**src/rtl/cpu_pkg.sv**
```systemverilog
// Shared constants and helpers for the selen CPU front end.
package cpu_pkg;

    localparam int          XLEN_DEFAULT     = 32;
    localparam int          ILEN_DEFAULT     = 32;
    localparam logic [31:0] INSTR_NOP        = 32'h0000_0013;
    localparam logic [31:0] DEFAULT_RESET_PC = 32'h0000_0000;

    // Force an address onto a 4-byte instruction boundary.
    function automatic logic [XLEN_DEFAULT-1:0] word_align(input logic [XLEN_DEFAULT-1:0] addr);
        return {addr[XLEN_DEFAULT-1:2], 2'b00};
    endfunction

endpackage

```
**src/rtl/cpu_sync_fifo.sv**
```systemverilog
// Synchronous FIFO with push, pop and single-cycle flush.
// The caller must not push when full unless it pops in the same cycle,
// and must not pop when empty.
module cpu_sync_fifo
    import cpu_pkg::*;
#(
    parameter int WIDTH = 64,
    parameter int DEPTH = 4
) (
    input  logic                       i_clk,
    input  logic                       i_rst,
    input  logic                       i_push,
    input  logic                       i_pop,
    input  logic                       i_flush,
    input  logic [WIDTH-1:0]           i_wdata,
    output logic [WIDTH-1:0]           o_rdata,
    output logic [$clog2(DEPTH):0]     o_count,
    output logic                       o_full,
    output logic                       o_empty
);

    localparam int AW = $clog2(DEPTH);
    localparam int CW = AW + 1;

    logic [WIDTH-1:0] r_mem [DEPTH];
    logic [AW-1:0]    r_wr_ptr;
    logic [AW-1:0]    r_rd_ptr;
    logic [CW-1:0]    r_count;

    // Storage write; a flushed push is harmless because the count is cleared.
    // NOTE: the storage array has no reset; the count alone decides which entries are meaningful.
    always_ff @(posedge i_clk) begin
        if (i_push) begin
            r_mem[r_wr_ptr] <= i_wdata;
        end
    end

    // Pointer and occupancy tracking; flush empties the queue in one cycle.
    // NOTE: sequential state is updated with non-blocking assignments only.
    always_ff @(posedge i_clk) begin
        if (i_rst || i_flush) begin
            r_wr_ptr <= '0;
            r_rd_ptr <= '0;
            r_count  <= '0;
        end else begin
            if (i_push) begin
                r_wr_ptr <= r_wr_ptr + AW'(1);
            end
            if (i_pop) begin
                r_rd_ptr <= r_rd_ptr + AW'(1);
            end
            r_count <= r_count + CW'(i_push) - CW'(i_pop);
        end
    end

    assign o_rdata = r_mem[r_rd_ptr];
    assign o_count = r_count;
    assign o_empty = (r_count == '0);
    assign o_full  = (r_count == CW'(DEPTH));

endmodule

```
**src/rtl/cpu_fetch_unit.sv**
```systemverilog
// Instruction fetch front end: owns the fetch PC, issues pipelined
// Wishbone reads under a credit limit, buffers returned words in a
// prefetch FIFO and hands {instr, pc, pc+4} to decode. Redirects flush
// the FIFO and discard the acks of every request already in flight.
module cpu_fetch_unit
    import cpu_pkg::*;
#(
    parameter int              XLEN            = XLEN_DEFAULT,
    parameter int              ILEN            = ILEN_DEFAULT,
    parameter logic [XLEN-1:0] RESET_PC        = XLEN'(DEFAULT_RESET_PC),
    parameter int              FIFO_DEPTH      = 4,
    parameter int              MAX_OUTSTANDING = 2
) (
    input  logic            sys_clk,
    input  logic            sys_rst,
    output logic            inst_cyc_out,
    output logic            inst_stb_out,
    output logic [XLEN-1:0] inst_addr_out,
    input  logic            inst_ack_in,
    input  logic [ILEN-1:0] inst_data_in,
    input  logic            inst_stall_in,
    input  logic            redirect_valid_in,
    input  logic [XLEN-1:0] redirect_pc_in,
    output logic            dec_valid_out,
    input  logic            dec_ready_in,
    output logic [ILEN-1:0] dec_instr_out,
    output logic [XLEN-1:0] dec_pc_out,
    output logic [XLEN-1:0] dec_pc4_out
);

    localparam int CNT_W = $clog2(FIFO_DEPTH) + 1;
    localparam int OUT_W = $clog2(MAX_OUTSTANDING + 1);
    localparam int FW    = ILEN + XLEN;

    logic [XLEN-1:0]  r_pc;          // address of the current / next request
    logic [XLEN-1:0]  r_ack_pc;      // PC belonging to the next kept ack
    logic             r_stb;
    logic [OUT_W-1:0] r_outstanding;
    logic [OUT_W-1:0] r_drop;        // acks still to be discarded after a redirect

    logic             w_accept;
    logic             w_ack;
    logic             w_keep;
    logic             w_fifo_push;
    logic             w_fifo_pop;
    logic             w_fifo_full;
    logic             w_fifo_empty;
    logic [CNT_W-1:0] w_fifo_count;
    logic [FW-1:0]    w_head;
    logic [OUT_W-1:0] w_out_next;
    logic [CNT_W-1:0] w_count_next;
    logic             w_stb_next;
    logic [XLEN-1:0]  w_redirect_pc;

    cpu_sync_fifo #(
        .WIDTH (FW),
        .DEPTH (FIFO_DEPTH)
    ) u_prefetch (
        .i_clk   (sys_clk),
        .i_rst   (sys_rst),
        .i_push  (w_fifo_push),
        .i_pop   (w_fifo_pop),
        .i_flush (redirect_valid_in),
        .i_wdata ({inst_data_in, r_ack_pc}),
        .o_rdata (w_head),
        .o_count (w_fifo_count),
        .o_full  (w_fifo_full),
        .o_empty (w_fifo_empty)
    );

    // Handshake decode and next-state credit computation.
    // NOTE: every signal written here gets a default first so no latch can be inferred.
    always_comb begin
        w_accept      = r_stb && !inst_stall_in;
        // Acks with nothing in flight belong to requests abandoned by reset.
        w_ack         = inst_ack_in && (r_outstanding != '0);
        w_keep        = w_ack && (r_drop == '0) && !redirect_valid_in;
        dec_valid_out = !w_fifo_empty && !redirect_valid_in;
        w_fifo_pop    = dec_valid_out && dec_ready_in;
        w_fifo_push   = w_keep && (!w_fifo_full || w_fifo_pop);
        w_out_next    = r_outstanding + OUT_W'(w_accept) - OUT_W'(w_ack);
        w_count_next  = w_fifo_count + CNT_W'(w_fifo_push) - CNT_W'(w_fifo_pop);
        if (redirect_valid_in) begin
            w_count_next = '0;
        end
        // Every in-flight request reserves a FIFO slot, so the FIFO cannot overflow.
        w_stb_next    = (32'(w_out_next) < 32'(MAX_OUTSTANDING)) &&
                        (32'(w_count_next) + 32'(w_out_next) < 32'(FIFO_DEPTH));
        w_redirect_pc = redirect_pc_in & ~XLEN'(3);
    end

    // Bus request state: strobe, in-flight count and fetch PC.
    always_ff @(posedge sys_clk) begin
        if (sys_rst) begin
            r_stb         <= 1'b0;
            r_outstanding <= '0;
            r_pc          <= RESET_PC;
        end else begin
            r_stb         <= w_stb_next;
            r_outstanding <= w_out_next;
            if (redirect_valid_in) begin
                r_pc <= w_redirect_pc;
            end else if (w_accept) begin
                r_pc <= r_pc + XLEN'(4);
            end
        end
    end

    // Response side: drop counter for stale acks and PC of the next kept word.
    always_ff @(posedge sys_clk) begin
        if (sys_rst) begin
            r_drop   <= '0;
            r_ack_pc <= RESET_PC;
        end else if (redirect_valid_in) begin
            r_drop   <= w_out_next;
            r_ack_pc <= w_redirect_pc;
        end else begin
            if (w_ack && (r_drop != '0)) begin
                r_drop <= r_drop - OUT_W'(1);
            end
            if (w_fifo_push) begin
                r_ack_pc <= r_ack_pc + XLEN'(4);
            end
        end
    end

    assign inst_stb_out  = r_stb;
    assign inst_cyc_out  = r_stb || (r_outstanding != '0);
    assign inst_addr_out = r_pc;
    assign dec_instr_out = w_head[FW-1:XLEN];
    assign dec_pc_out    = w_head[XLEN-1:0];
    assign dec_pc4_out   = w_head[XLEN-1:0] + XLEN'(4);

endmodule

```
**config.mk**
```make
export PLATFORM = sky130hd
export DESIGN_NAME = cpu_fetch_unit
export DESIGN_NICKNAME = d
export VERILOG_FILES = /design/src/rtl/cpu_pkg.sv /design/src/rtl/cpu_sync_fifo.sv /design/src/rtl/cpu_fetch_unit.sv
export SDC_FILE = /design/constraint.sdc
export NUM_CORES = 1
export LEC_CHECK = 0
export ABC_CLOCK_PERIOD_IN_PS = 7140
export CAP_MARGIN = 20
export CORE_MARGIN = 8
export CORE_UTILIZATION = 49
export CTS_BUF_LIST = sky130_fd_sc_hd__clkbuf_16
export CTS_CLUSTER_SIZE = 30
export DETAILED_ROUTE_END_ITERATION = 16
export PLACE_DENSITY = 0.73
export SLEW_MARGIN = 25
export SYNTH_ARGS = -nofsm -noshare
export SYNTH_HDL_FRONTEND = slang
export SYNTH_SLANG_ARGS = --single-unit
```
**constraint.sdc**
```tcl
create_clock -name sys_clk -period 7.14 [get_ports sys_clk]
set_clock_uncertainty 0.1 [all_clocks]
set_input_delay 2.142 -clock sys_clk [delete_from_list [all_inputs] [get_ports sys_clk]]
set_output_delay 2.142 -clock sys_clk [all_outputs]
set_load 0.01 [all_outputs]
```
After elaboration in Yosys (flattened, before gate mapping)
Memory sizes are Yosys's and may differ from the RTL's. A register that Yosys moved wholly into a read port is not among the register bits.
Cells that the tools add are included.
W data, S select, Z words.
{ "op_classes": {"reduce_logical": 24, "n_eq_ne": 1, "order_cmp": 2, "add_sub_neg": 11, "muxes": 11} }
{ "ops": {"columns": ["cell", "count"], "rows": [
  ["$mux W32", 4],
  ["$add A32 B3 Y32 const B", 3],
  ["$reduce_bool A2 Y1", 5],
  ["$logic_and A1 B1 Y1", 9],
  ["$mux W2", 4],
  ["$add A2 B1 Y2 const B", 2],
  ["$add A3 B2 Y4", 1],
  ["$logic_not A1 Y1", 4],
  ["$lt A4 B3 Y1 const B", 1],
  ["$add A3 B1 Y3", 1],
  ["$eq A3 B3 Y1 const B", 1],
  ["$logic_not A3 Y1", 1],
  ["$logic_or A1 B1 Y1", 3],
  ["$mux W3", 1],
  ["$sub A3 B1 Y3", 1],
  ["$add A2 B1 Y2", 1],
  ["$logic_not A2 Y1", 1],
  ["$lt A2 B2 Y1 const B", 1],
  ["$mux W1", 2],
  ["$reduce_or A2 Y1", 1],
  ["$sub A2 B1 Y2", 1],
  ["$sub A2 B1 Y2 const B", 1]
]} }
{ "totals": {"in_bits": 70, "ff_bits": 76, "wordCells": 60, "out_inout_bits": 131, "mem_count": 1, "ram_bits": 256} }
{ "mem_list": {"columns": ["memory", "words", "word_bits", "rd", "rd_clocked_by_memory_dff", "write_ports", "line_no", "text"], "rows": [
  ["u_prefetch.r_mem", 4, 64, 1, 1, 1, "cpu_sync_fifo.sv:25", "logic [WIDTH-1:0] r_mem [DEPTH];"]
]} }

Longest topological paths before layout
Gate-level depths: netlist of the first run.
{ "logic_depth": {"depth_word": 12, "depth_mapped": 15, "depth_no_buf": 14} }

Modules after synthesis
A second synthesis of the first run with hierarchy kept.
{ "unflattened": {"cells_unflattened": 943, "hier_area_um2": 14281.2} }
{ "modules_own_cells": {"columns": ["module", "area_per_inst_um2", "seq_area_each_um2", "cells_each", "instances"], "rows": [
  ["cpu_sync_fifo", 9761.9, 7867.5, 380, 1],
  ["cpu_fetch_unit", 4519.3, 1301.2, 563, 1]
]} }

Least setup slack after synthesis of the first run
OpenSTA, ideal clock, no wires.
{ "synth_path": {"path_type": "input-to-output", "start": "in redirect_valid_in", "end": "out dec_valid_out", "path_slack_ns": 1.943, "arrival_ns": 2.955, "path_stages": 4, "required_time_ns": 4.898, "path_buffers": 3, "cell_sequence": "buf_2 clkbuf_1 buf_1 nor2_1"} }
{ "synth_between": {"elab_chain_cells": 2} }
{ "synth_rtl": {"columns": ["element", "line_no", "text"], "rows": [
  ["start: declaration", "cpu_fetch_unit.sv:22", "input logic redirect_valid_in,"],
  ["$logic_not A1 Y1", "cpu_fetch_unit.sv:78", "dec_valid_out = !w_fifo_empty && !redirect_valid_in;"],
  ["$logic_and A1 B1 Y1", "cpu_fetch_unit.sv:78", null],
  ["end: declaration", "cpu_fetch_unit.sv:24", "output logic dec_valid_out,"]
]} }
Every way passes these cells.

==> results of run 1 <==
## cells in the mapped netlist (3+ instances only)
cell type	n	area, um2
ha_1	13	163
or3_1	7	43.8
or2_2	3	18.8
buf_2	12	60.1
and2_1	6	37.5
a31oi_1	10	62.6
edfxtp_1	248	7450
and3_1	15	93.8
xor2_1	14	123
nor2_1	33	124
nand3_1	30	150
nor3b_1	3	22.5
nor4_1	10	62.6
nand2_1	43	161
nand3b_1	3	22.5
buf_4	7	52.6
and4_1	13	114
buf_1	4	15.0
dfxtp_1	74	1480
inv_1	34	128
a211oi_1	12	90.1
a21boi_1	3	22.5
nor2b_1	7	43.8
a21oi_1	28	140
o211ai_1	7	52.6
nor3_1	14	70.1
mux4_2	50	1130
a21boi_0	25	188
nand4_1	22	138
mux4_1	12	315
xnor2_1	61	534
clkbuf_1	21	78.8
buf_6	3	33.8
## tightest hold or removal path: stages, from the launching register on
cell     delay, ns
dfxtp_1       0.34
nand2_1       0.06
a21oi_1       0.06
## registers in the layout, indices dropped and copies added, names as in the netlist, named ones only
signal,cells
u_prefetch.r_mem,248
u_prefetch.o_count,3
inst_addr_out,30
u_prefetch.r_wr_ptr,2
inst_stb_out,1
r_ack_pc,30
r_outstanding,2
u_prefetch.r_rd_ptr,2
r_drop,2
## per-layer routing
layer	share of wire, %	up-vias	routed length, um	global-route usage [%]
li1	-	3834	-	-
met1	46	4092	13700	24.6
met2	46	283	13700	28.2
met3	7.4	38	2240	3.82
met4	1.6	0	478	4.16
met5	0	-	0	0
## stage by stage
step	worst slack (ns)	util [%]	hold WS (ns)	cell area, um2	std cells
global route	0.819	60.9	0.448	16800	1489
CTS	1.00	60.9	0.410	16800	1489
floorplan	1.94	-	0.369	13700	894
global placement	1.51	57.7	0.387	15900	1432
finish	1.10	60.9	0.407	16800	1489
detailed placement	1.37	57.7	0.401	15900	1432
## power by group through the flow
stage                     combinational, W  sequential (W)  clock (W)
after global placement            0.000493         0.00219          0
after CTS                         0.000505         0.00216    0.00147
final                             0.000498         0.00216    0.00144
after floorplan                   0.000253         0.00219          0
after detailed placement          0.000502         0.00220          0
after global routing              0.000539         0.00217    0.00154
## area by class of cell
class | count | area (um2)
Timing Repair Buffer | 208 | 2040
Clock inverter | 26 | 116
Inverter | 35 | 131
Fill cell | 2134 | 10800
Multi-Input combinational cell | 489 | 4370
Sequential cell | 322 | 8930
Tap cell | 378 | 473
Clock buffer | 31 | 776
## cell families after synthesis
group | synth area share [%]
adders and majority gates | 1.34
buffers and inverters | 2.87
DFF | 65.4
AOI/OAI and AO/OA | 4.86
other | 0.0275
muxes | 10.9
and+or+nand+nor | 9.82
xor gates and xnor gates | 4.81
## how the worst max path moves through the flow
| stage | start | end | slack [ns] | cells past startpoint |
|---|---|---|---|---|
| finish | flop | dec_pc4_out[31] | 1.10 | 7 |
| global route | flop | dec_pc4_out[30] | 0.82 | 7 |
| CTS | flop | dec_pc4_out[31] | 1.00 | 7 |
| detailed placement | dec_ready_in | inst_stb_out | 1.37 | 14 |
| global placement | dec_ready_in | inst_stb_out | 1.51 | 14 |
| floorplan | redirect_valid_in | dec_valid_out | 1.94 | 4 |
==> flow_metrics.env, run 1 <==
export IMPL_netlist_area_um2=13700
export IMPL_finalCriticalPeriod_ns=6.04
export IMPL_cts_resized=0
export IMPL_tightestPinTransition_ns=1.02
export IMPL_max_freq_ghz=0.166
export IMPL_dieArea_um2=33500
export IMPL_vias_per_cell=5.54
export IMPL_clk_pin_slew_ns=0.06
export IMPL_cp_slowest_cell="dfxtp_4"
export IMPL_post_dp_hpwl_mm=20.4
export IMPL_clockBufferDepth=3
export IMPL_ys_ff_latch=322
export IMPL_period_share_pct=84.5
export IMPL_avgSynthCellArea_um2=15.4
export IMPL_setup_tns_ns=0
export IMPL_seqPwrFrac_pct=52.7
export IMPL_drt_pass1_iter_count=5
export IMPL_syn_inst=889
export IMPL_r2r_start="r_outstanding[1]"
export IMPL_drt_first_iter_violations=520
export IMPL_worstHoldStart="u_prefetch.r_wr_ptr[1]"
export IMPL_rsz0062_at_grt="false"
export IMPL_path_cells="buf_4, mux4_1, nand4_2, nor4_4, nand4_1, xnor2_1, clkdlybuf4s50_1"
export IMPL_switchingPower_w=0.000960
export IMPL_p_int_w=0.00314
export IMPL_status="completed"
export IMPL_crit_arrival_ns=3.79
export IMPL_synth_top_flop_cell="edfxtp_1"
export IMPL_swShare_pct=23.4
export IMPL_slowest_delay_ns=0.68
export IMPL_clkSinkCount=322
export IMPL_min_path_cells=2
export IMPL_mostFrequentLayoutCell="edfxtp_1"
export IMPL_core_um2=27600
export IMPL_grt_use_total_pct=17.7
export IMPL_io_pins=201
export IMPL_holdBufCountCts=0
export IMPL_setup_violations=0
export IMPL_synth_warnings=0
export IMPL_root_buffer="clkbuf_16"
export IMPL_grt_pass1_vias=8332
export IMPL_pwr_share_comb_pct=12.2
export IMPL_htreeDepth=1
export IMPL_drc_errors=0
export IMPL_yosysSeqAreaShare_pct=65.4
export IMPL_async_flop_share_pct=0
export IMPL_fin_nets=1171
export IMPL_maxSlewHeadroom_pct=32.1
export IMPL_wire_per_inst_um=20.3
export IMPL_r2r_slack_ns=3.90
export IMPL_power_leakage_nw=5.51
export IMPL_gp_congestion=0.826
export IMPL_antenna_found_initial=0
export IMPL_r2r_end="inst_stb_out"
export IMPL_grt_max_degree=63
export IMPL_report_final_slew_viol_count=0
export IMPL_row_count=61
export IMPL_antenna_left=0
export IMPL_cap_violations=0
export IMPL_final_cell_mix="248 x edfxtp_1, 191 x clkdlybuf4s50_1, 72 x dfxtp_1"
export IMPL_finalPower_w=0.00410
export IMPL_start_kind="flop"
export IMPL_power_density_nw_per_um2=243
export IMPL_routed_wl_mm=30.2
export IMPL_cts_tree="yes"
export IMPL_synth_edf_count=248
export IMPL_vias=8247
export IMPL_crit_type="flop to primary output"
export IMPL_finalHoldViolCount=0
export IMPL_num_antenna_cells=0
export IMPL_start_util_pct=49.4
export IMPL_min_path_type="flop to flop"
export IMPL_grt_pass1_wl_mm=46.9
export IMPL_floorplan_die_height_um=183
export IMPL_cts_buffers_inserted=31
export IMPL_overflow=0
export IMPL_post_cts_buffers=0
export IMPL_area_delta_synth_final_pct=23.3
export IMPL_insertion_delay_ns=0.56
export IMPL_numPortBuffers=192
export IMPL_critical_path_top_delay_family="buffers and inverters"
export IMPL_yosysUniqueCellTypes=64
export IMPL_drive_gt1_share_pct=12.4
export IMPL_critPathCaptureType="primary output"
export IMPL_peakVddDrop_mv=0.212
export IMPL_hold_end="u_prefetch.r_wr_ptr[1]"
export IMPL_clock_power_share_pct=35.1
export IMPL_required_ns=4.90
export IMPL_critical_path_buf_inv_count=2
export IMPL_reg2reg_depth=13
export IMPL_crit_fanout=27
export IMPL_die_w_um=183
Power figures use the tool's default switching activity.
==> run 2, diff against run 1 <==
--- a/config.mk
+++ b/config.mk
@@ -5,14 +5,14 @@
 export SDC_FILE = /design/constraint.sdc
 export NUM_CORES = 1
 export LEC_CHECK = 0
-export ABC_CLOCK_PERIOD_IN_PS = 7140
+export ABC_CLOCK_PERIOD_IN_PS = 5420
 export CAP_MARGIN = 20
 export CORE_MARGIN = 8
 export CORE_UTILIZATION = 49
 export CTS_BUF_LIST = sky130_fd_sc_hd__clkbuf_16
 export CTS_CLUSTER_SIZE = 30
 export DETAILED_ROUTE_END_ITERATION = 16
-export PLACE_DENSITY = 0.73
+export PLACE_DENSITY = 0.76
 export SLEW_MARGIN = 25
 export SYNTH_ARGS = -nofsm -noshare
 export SYNTH_HDL_FRONTEND = slang
==> constraint.sdc (replaced) <==
create_clock -name sys_clk -period 5.42 [get_ports sys_clk]
set_clock_uncertainty 0.1 [all_clocks]
set_input_delay 1.626 -clock sys_clk [delete_from_list [all_inputs] [get_ports sys_clk]]
set_output_delay 1.626 -clock sys_clk [all_outputs]
set_load 0.01 [all_outputs]
==> run 2 against run 1 <==
Against the previous run:
- combinational power increased by 32%
- final cell count increased by 0.54%
- core utilization increased by 1.1 points
- count of clock-buffer cells in the layout increased by 4
- critical path type unchanged
- critical endpoint is now dec_pc4_out[29]
- largest power group unchanged
==> flow_metrics.env, run 2 (synthesized netlist as in run 1, its figures left out) <==
export IMPL_status="completed"
export IMPL_pwr_share_comb_pct=11.4
export IMPL_grt_pass1_wl_mm=47.4
export IMPL_path_cells="buf_4, mux4_2, and4_1, and3_1, nand3_1, xnor2_1, clkdlybuf4s50_1"
export IMPL_post_dp_cell_area_um2=16000
export IMPL_clockBufferDepth=3
export IMPL_area_delta_synth_final_pct=25.5
export IMPL_cap_violations=0
export IMPL_seqPwrFrac_pct=49.1
export IMPL_mostFrequentLayoutCell="edfxtp_1"
export IMPL_final_cell_area_um2=17100
export IMPL_gp_congestion=0.828
export IMPL_setup_violations=0
export IMPL_p_int_w=0.00447
export IMPL_cts_resized=0
export IMPL_critPathCaptureType="primary output"
export IMPL_start_util_pct=49.4
export IMPL_power_density_nw_per_um2=338
export IMPL_routed_wl_mm=30.2
export IMPL_r2r_end="inst_stb_out"
export IMPL_crit_arrival_ns=3.41
export IMPL_required_ns=3.69
export IMPL_cp_slowest_cell="mux4_2"
export IMPL_swShare_pct=22.7
export IMPL_num_antenna_cells=0
export IMPL_setup_tns_ns=0
export IMPL_grt_max_degree=53
export IMPL_reg2reg_depth=13
export IMPL_drive_gt1_share_pct=13.4
export IMPL_numPortBuffers=192
export IMPL_wire_per_inst_um=20.2
export IMPL_clock_power_share_pct=39.5
export IMPL_period_share_pct=94.8
export IMPL_insertion_delay_ns=0.50
export IMPL_post_dp_hpwl_mm=20.1
export IMPL_vias_per_cell=5.53
export IMPL_floorplan_die_height_um=183
export IMPL_switchingPower_w=0.00131
export IMPL_report_final_slew_viol_count=0
export IMPL_fin_nets=1179
export IMPL_critical_path_buf_inv_count=2
export IMPL_power_leakage_nw=5.64
export IMPL_finalHoldViolCount=0
export IMPL_min_path_type="flop to flop"
export IMPL_clkSinkCount=322
export IMPL_peakVddDrop_mv=0.202
export IMPL_antenna_left=0
export IMPL_r2r_slack_ns=2.40
export IMPL_holdBufCountCts=0
export IMPL_slowest_delay_ns=0.63
export IMPL_row_count=61
export IMPL_start_kind="flop"
export IMPL_maxSlewHeadroom_pct=38.7
export IMPL_finalPower_w=0.00579
export IMPL_rsz0062_at_grt="false"
export IMPL_clk_pin_slew_ns=0.06
export IMPL_post_cts_buffers=0
export IMPL_htreeDepth=2
export IMPL_cts_tree="yes"
export IMPL_crit_type="flop to primary output"
export IMPL_drc_errors=0
export IMPL_root_buffer="clkbuf_16"
export IMPL_drt_pass1_iter_count=6
export IMPL_finalCriticalPeriod_ns=5.14
export IMPL_grt_use_total_pct=17.9
export IMPL_die_w_um=183
export IMPL_io_pins=201
export IMPL_core_um2=27600
export IMPL_max_freq_ghz=0.195
export IMPL_final_cell_mix="248 x edfxtp_1, 191 x clkdlybuf4s50_1, 72 x dfxtp_1"
export IMPL_hold_ws_ns=0.411
export IMPL_largest_register="u_prefetch.r_mem"
export IMPL_vias=8283
export IMPL_largest_reg_flops=248
export IMPL_drt_first_iter_violations=670
export IMPL_cp_num_cells=7
export IMPL_crit_fanout=22
export IMPL_tightestPinTransition_ns=0.920
export IMPL_grt_pass1_vias=8436
export IMPL_endpoint="dec_pc4_out[29]"
export IMPL_r2r_start="u_prefetch.o_count[1]"
export IMPL_critical_path_top_delay_family="buffers and inverters"
export IMPL_overflow=0
export IMPL_dieArea_um2=33500
export IMPL_antenna_found_initial=0
export IMPL_cts_buffers_inserted=34
-- run 2: cell count changes in the layout (fill, tap and decap cells not counted), moves of 4 or more --
cell       previous run  this run
buf_12                0         4
bufinv_16             0         4
and2_2                4         0
clkinv_1              7         3
clkbuf_16            31        35
and2_4                0         4
-- run 2: worst min-delay path by stage --
stage	from	to	slack, ns	cells past startpoint
final	u_prefetch.r_wr_ptr[1]	u_prefetch.r_wr_ptr[1]	0.41	2
after detailed placement	u_prefetch.r_wr_ptr[1]	u_prefetch.r_wr_ptr[1]	0.40	2
after CTS	u_prefetch.r_wr_ptr[1]	u_prefetch.r_wr_ptr[1]	0.41	2
after floorplan	u_prefetch.r_wr_ptr[1]	u_prefetch.r_wr_ptr[1]	0.37	2
after global placement	u_prefetch.r_wr_ptr[1]	u_prefetch.r_wr_ptr[1]	0.38	2
after global routing	u_prefetch.r_wr_ptr[1]	u_prefetch.r_wr_ptr[1]	0.44	2
-- run 2: metrics by stage --
step | instances | util (%) | setup slack [ns]
after floorplan | 894 | - | 0.870
after global placement | 1437 | 58.0 | 0.724
after detailed placement | 1437 | 58.0 | 0.724
after CTS | 1497 | 62.0 | 0.201
after global routing | 1497 | 62.0 | 0.0715
final | 1497 | 62.0 | 0.282
-- run 2: tightest hold or removal path, delay by kind of cell (launching register included) --
kind            cells  cell delay, ns
compound gates      1            0.06
flops               1            0.34
simple gates        1            0.07
-- run 2: power groups by stage --
stage	Sequential, W	Clock, W	Combinational, W
after floorplan	0.00288	0	0.000333
after global placement	0.00289	0	0.000653
after detailed placement	0.00289	0	0.000663
after CTS	0.00284	0.00234	0.000668
after global routing	0.00285	0.00243	0.000718
final	0.00284	0.00229	0.000659
-- run 2: layer usage --
layer / share of wire (%) / up-vias / GRT usage (%)
met5: 0 / - / 0
met4: 1.7 / 0 / 4.42
met3: 9.2 / 41 / 4.17
met2: 46 / 339 / 28.8
met1: 43 / 4062 / 24.5
li1: - / 3841 / -
-- run 2: final cells by class --
class                      count  area [um2]
fill                        2091       10500
sequential                   322        8930
multi-input combinational    489        4360
timing repair buffer         213        2120
clock buffer                  35         876
tap                          378         473
clock inverter                25         235
inverter                      35         131
